## config.mk

```make
export PLATFORM = sky130hd
export DESIGN_NAME = simple_pipe_fetch
export DESIGN_NICKNAME = d
export VERILOG_FILES = /design/src/rtl/simple_pipe_fetch.sv
export SDC_FILE = /design/constraint.sdc
export NUM_CORES = 1
export LEC_CHECK = 0
export BUFFER_PORTS_ARGS = -buffer_cell sky130_fd_sc_hd__buf_4
export CAP_MARGIN = 20
export CELL_PAD_IN_SITES_DETAIL_PLACEMENT = 0
export CELL_PAD_IN_SITES_GLOBAL_PLACEMENT = 1
export CORE_ASPECT_RATIO = 0.7
export CORE_MARGIN = 4
export CORE_UTILIZATION = 25
export DETAILED_ROUTE_END_ITERATION = 8
export GPL_TIMING_DRIVEN = 0
export PLACE_DENSITY_LB_ADDON = 0.12
export SYNTH_ARGS = -nofsm -noshare
export SYNTH_HDL_FRONTEND = slang
export SYNTH_SLANG_ARGS = --single-unit
```

## constraint.sdc

```tcl
create_clock -name clk -period 4.6 [get_ports clk]
set_input_delay 0 -clock clk [delete_from_list [all_inputs] [get_ports clk]]
set_output_delay 0 -clock clk [all_outputs]
set_load 0.05 [all_outputs]
```

## src/rtl/simple_pipe_fetch.sv

```systemverilog
// ---------------------------------------------------------------------------
// simple_pipe_fetch
//
// Instruction fetch front-end for the 4-register simple pipeline. Holds the
// PC, issues in-order requests to an instruction memory, and buffers returned
// instructions in a small prefetch FIFO. A NOP (8'h00) bubble is presented
// whenever no buffered instruction can be issued.
//
// Request credits: a request may only be issued when the FIFO occupancy plus
// the number of in-flight requests is below DEPTH, so every response that
// comes back is guaranteed a FIFO slot. No response backpressure is needed.
//
// Redirect: the PC is reloaded, the FIFO is flushed, and every request still
// in flight is marked stale so that its response is discarded on arrival.
//
// Ports:
//   clk              clock, all state updates on posedge
//   rst              synchronous active-high reset
//   imem_req_valid   fetch request valid
//   imem_req_ready   memory accepts request
//   imem_req_addr    fetch address (current PC)
//   imem_resp_valid  response valid (in request order, no backpressure)
//   imem_resp_data   returned instruction
//   halt             hold issue: emit NOP, do not pop
//   redirect_valid   reload PC from redirect_pc this cycle
//   redirect_pc      new PC
//   inst             instruction to the ID stage (8'h00 when not valid)
//   inst_valid       inst carries a fetched instruction
//   pc_out           current PC (next address to request)
//   proto_err        sticky: response seen with nothing outstanding
// ---------------------------------------------------------------------------
module simple_pipe_fetch #(
  parameter int                 ADDR_W   = 8,
  parameter int                 DEPTH    = 4,
  parameter logic [ADDR_W-1:0]  RESET_PC = '0
) (
  input  logic              clk,
  input  logic              rst,
  output logic              imem_req_valid,
  input  logic              imem_req_ready,
  output logic [ADDR_W-1:0] imem_req_addr,
  input  logic              imem_resp_valid,
  input  logic [7:0]        imem_resp_data,
  input  logic              halt,
  input  logic              redirect_valid,
  input  logic [ADDR_W-1:0] redirect_pc,
  output logic [7:0]        inst,
  output logic              inst_valid,
  output logic [ADDR_W-1:0] pc_out,
  output logic              proto_err
);

  localparam int PTR_W = $clog2(DEPTH);
  // Counters must be able to hold the value DEPTH itself.
  localparam int CNT_W = PTR_W + 1;
  localparam logic [CNT_W:0] DEPTH_V = (CNT_W+1)'(DEPTH);
  localparam logic [CNT_W-1:0] ONE_C = CNT_W'(1);

  // -------------------------------------------------------------------------
  // State
  // -------------------------------------------------------------------------
  logic [ADDR_W-1:0] pc_q,        pc_d;
  logic [PTR_W-1:0]  rd_ptr_q,    rd_ptr_d;
  logic [PTR_W-1:0]  wr_ptr_q,    wr_ptr_d;
  logic [CNT_W-1:0]  count_q,     count_d;
  logic [CNT_W-1:0]  outst_q,     outst_d;
  logic [CNT_W-1:0]  drop_cnt_q,  drop_cnt_d;
  logic              proto_err_q, proto_err_d;

  logic [7:0]        fifo_mem_q [DEPTH];

  // -------------------------------------------------------------------------
  // Event decode
  // -------------------------------------------------------------------------
  logic [CNT_W:0] credit_used;
  logic           req_fire;
  logic           resp_ok;     // response matched to an outstanding request
  logic           resp_orphan; // response with nothing outstanding
  logic           push;
  logic           pop;
  logic           fifo_nonempty;

  assign credit_used   = {1'b0, count_q} + {1'b0, outst_q};
  assign fifo_nonempty = (count_q != '0);

  assign imem_req_valid = !rst && !redirect_valid && (credit_used < DEPTH_V);
  assign imem_req_addr  = pc_q;
  assign req_fire       = imem_req_valid && imem_req_ready;

  assign resp_ok     = imem_resp_valid && (outst_q != '0);
  assign resp_orphan = imem_resp_valid && (outst_q == '0);

  // Stale responses are swallowed; a response arriving in a redirect cycle is
  // also stale because the FIFO is being flushed underneath it.
  assign push = resp_ok && (drop_cnt_q == '0) && !redirect_valid;

  // Redirect outranks halt; both suppress issue. Holding inst_valid low during
  // rst keeps the output quiet before the first reset edge has landed.
  assign inst_valid = !rst && fifo_nonempty && !halt && !redirect_valid;
  assign pop        = inst_valid;
  assign inst       = inst_valid ? fifo_mem_q[rd_ptr_q] : 8'h00;

  assign pc_out    = pc_q;
  assign proto_err = proto_err_q;

  // -------------------------------------------------------------------------
  // Next-state logic
  // -------------------------------------------------------------------------
  always_comb begin
    pc_d        = pc_q;
    rd_ptr_d    = rd_ptr_q;
    wr_ptr_d    = wr_ptr_q;
    count_d     = count_q;
    outst_d     = outst_q;
    drop_cnt_d  = drop_cnt_q;
    proto_err_d = proto_err_q || resp_orphan;

    // Outstanding tracks every in-flight request, stale ones included, so the
    // credit check stays exact across redirects.
    case ({req_fire, resp_ok})
      2'b10:   outst_d = outst_q + ONE_C;
      2'b01:   outst_d = outst_q - ONE_C;
      default: outst_d = outst_q;
    endcase

    if (redirect_valid) begin
      pc_d     = redirect_pc;
      rd_ptr_d = '0;
      wr_ptr_d = '0;
      count_d  = '0;
      // Everything still pending after this cycle's response is stale.
      drop_cnt_d = resp_ok ? (outst_q - ONE_C) : outst_q;
    end else begin
      if (req_fire) begin
        pc_d = pc_q + ADDR_W'(1);
      end
      if (resp_ok && (drop_cnt_q != '0)) begin
        drop_cnt_d = drop_cnt_q - ONE_C;
      end
      if (push) begin
        wr_ptr_d = wr_ptr_q + PTR_W'(1);
      end
      if (pop) begin
        rd_ptr_d = rd_ptr_q + PTR_W'(1);
      end
      case ({push, pop})
        2'b10:   count_d = count_q + ONE_C;
        2'b01:   count_d = count_q - ONE_C;
        default: count_d = count_q;
      endcase
    end
  end

  // -------------------------------------------------------------------------
  // Registers
  // -------------------------------------------------------------------------
  always_ff @(posedge clk) begin
    if (rst) begin
      pc_q        <= RESET_PC;
      rd_ptr_q    <= '0;
      wr_ptr_q    <= '0;
      count_q     <= '0;
      outst_q     <= '0;
      drop_cnt_q  <= '0;
      proto_err_q <= 1'b0;
    end else begin
      pc_q        <= pc_d;
      rd_ptr_q    <= rd_ptr_d;
      wr_ptr_q    <= wr_ptr_d;
      count_q     <= count_d;
      outst_q     <= outst_d;
      drop_cnt_q  <= drop_cnt_d;
      proto_err_q <= proto_err_d;
    end
  end

  // FIFO storage needs no reset: count_q gates every read of it.
  genvar gi;
  generate
    for (gi = 0; gi < DEPTH; gi++) begin : g_fifo
      always_ff @(posedge clk) begin
        if (!rst && push && (wr_ptr_q == PTR_W'(gi))) begin
          fifo_mem_q[gi] <= imem_resp_data;
        end
      end
    end
  endgenerate

endmodule

```

==> run summary <==
RSZ-0062 raised after global routing: no
Root Buffer: clkbuf_16
Net Count, Synth: 266
GRT overflow: 0
Core ar.: 10500 um2
flops & latches, synth: 56
ys flop type: edfxtp_1
CP required: 4.83 ns
die width: 133 um
CTS tree: done
count of final max-slew check failures: 0
Crit Path Category: in -> reg
cell area after synthesis: 2720 um2
clk sinks: 56
outcome: complete, no violations
Post-synth ARST share: 0%
Avg WL per Cell: 15.0 um
Hold WC Path Type: in -> reg
slowest cell delay on critical path: 0.54 ns
period utilization: 58.0%
DRT Pass-1 Iters: 4
CP Max Fanout: 10
Max Freq: 375 MHz
cell taking the most area after synthesis: edfxtp_1
cell breakdown of the critical path: dlygate4sd3_1, buf_4, or2_1, or3_1, clkbuf_1, inv_1, ha_1, inv_1, fa_1, xor2_1, or3_1, a21oi_1
Total GRT Usage: 10.8%
synth warn: 0
post-synthesis sequential area ratio: 53.0%
die area: 12600 um2
CTS max path bufs: 2
P per Cell Area: 385 nW/um2
most frequent cell after synthesis: edfxtp_1
setup_tns: 0 ns
largest net degree at the start of global routing: 21
skew final: 0.0104 ns
Worst Tran Pin Value: 0.731 ns
Fin. Hold Viols: 0
Cells after Synth: 229
Antenna Violating Nets Remaining: 0
Die H: 95.3 um
Total Power: 1.35 mW
clk_lat worst skew: 0.30 ns
routed wire length: 6.41 mm
worst vdd ir: 0.000157 V
max_slew headroom: 51.3%
share of layout cells above drive strength 1: 27.6%
Vias: 1877
gpl congestion: 0.703
I/O Buffers: 46
CP max-delay cell: dlygate4sd3_1
final setup fails: 0
hpwl dp: 4.69 mm
max cap viols: 0
DRC viols: 0
Tmin final: 2.67 ns
Area Growth Syn to Fin: 28.4%
antenna diode count: 0
Initial Util: 26.0%
top cells by count, synth: 32 x edfxtp_1, 24 x dfxtp_1, 16 x nor2_1, 14 x ha_1
Post-synth EDFFs: 32
Critical Path AT: 2.90 ns
row count: 31
clock slew at reported path FFs: 0.07 ns
Lkg Pwr: 1.31 nW
share of the synthesized area in the top cell type: 35.3%
Worst Setup Start Kind: input pin
first-pass GRT wire length: 10.6 mm
vias per std cell: 4.41
total clock buffers created by CTS: 5
element type at the critical path end: register
H-Tree Depth: 2
IO Pins: 49
Initial DRC Count: 83
largest cells by area after synthesis: edfxtp_1 35%, dfxtp_1 18%, mux4_2 6.6%
synth unique cells: 44
nets: 330
initial antenna violation count: 0
Syn Area/Cell: 11.9 um2
number of global-route vias before repair: 1983
[final timing paths]
kind | startpoint | end | slack, ns | cells past startpoint
max | rst | count_q[2] | 1.93 | 12
min | redirect_valid | drop_cnt_q[1] | 0.01 | 3
max reg2reg | outst_q[0] | count_q[2] | 2.01 | 11
min reg2reg | proto_err | proto_err | 0.48 | 2
[what timing repair did]
item	CTS	global route
buffers inserted	0	0
hold buffers	11	0
endpoints found under the hold margin	35	0
gates resized for setup	0	0
[critical path, delay by kind of cell]
kind	cells	cell delay [ns]
adder cells (fa/ha/maj)	2	0.57
AND/OR/NAND/NOR	3	0.85
buffers and inverters	5	1.20
AO/OA/AOI/OAI	1	0.13
XOR/XNOR	1	0.15
[kinds of logic after synthesis]
kind of cell | after synthesis | share of synthesized area [%]
compound gates | 38 | 9.11
xor+xnor | 9 | 2.90
fa+ha+maj | 15 | 7.18
buf+inv | 32 | 6.21
flops | 56 | 53.0
mux | 11 | 7.78
simple gates | 68 | 13.8
[report_power, final]
part / leakage, nW / total (mW) / internal, mW / switching [mW]
logic: 0.747 / 0.355 / 0.147 / 0.208
registers: 0.484 / 0.592 / 0.560 / 0.0314
clock network: 0.0752 / 0.399 / 0.208 / 0.190
[area by class of cell]
cell class | count | area, um2
Clock buffer | 5 | 125
Fill cell | 1111 | 6980
Buffer | 18 | 116
Clock inverter | 3 | 26.3
Inverter | 14 | 52.6
Timing Repair Buffer | 57 | 455
Tap cell | 132 | 165
Multi-Input combinational cell | 141 | 1110
Sequential cell | 56 | 1440
[per-layer routing]
metal | up-vias | GRT usage [%] | share of wire, %
met5 | - | 0 | 0
met4 | 0 | 2.85 | 0.97
met3 | 5 | 3.01 | 3.5
met2 | 30 | 15.5 | 41
met1 | 891 | 16.0 | 54
li1 | 951 | - | -
[metrics by stage]
stage	setup slack, ns	instances	cell area, um2	util (%)	hold WS, ns
after floorplan	1.96	229	2720	-	0.0721
after global placement	1.99	407	3230	30.8	0.205
after detailed placement	2.00	407	3230	30.8	0.204
after CTS	1.86	426	3490	33.3	0.00628
after global routing	1.71	426	3490	33.3	0.0237
final	1.93	426	3490	33.3	0.0131
[sequential cells by signal, summed over array words and instances (netlist names), named ones only]
register,flops
count_q,3
drop_cnt_q,3
fifo_mem_q,32
imem_req_addr,8
outst_q,3
proto_err,1
rd_ptr_q,2
wr_ptr_q,2
[cell usage in the layout, fill, tap and decap left out, types with 9 or more instances in the layout]
cell type,instances
inv_1,13
a21oi_1,13
edfxtp_1,32
ha_1,14
nor2b_1,9
dlygate4sd3_1,11
dfxtp_1,24
buf_4,55
nor2_1,16
nand2_1,11
Note: power is estimated with default switching activity, not from simulation.
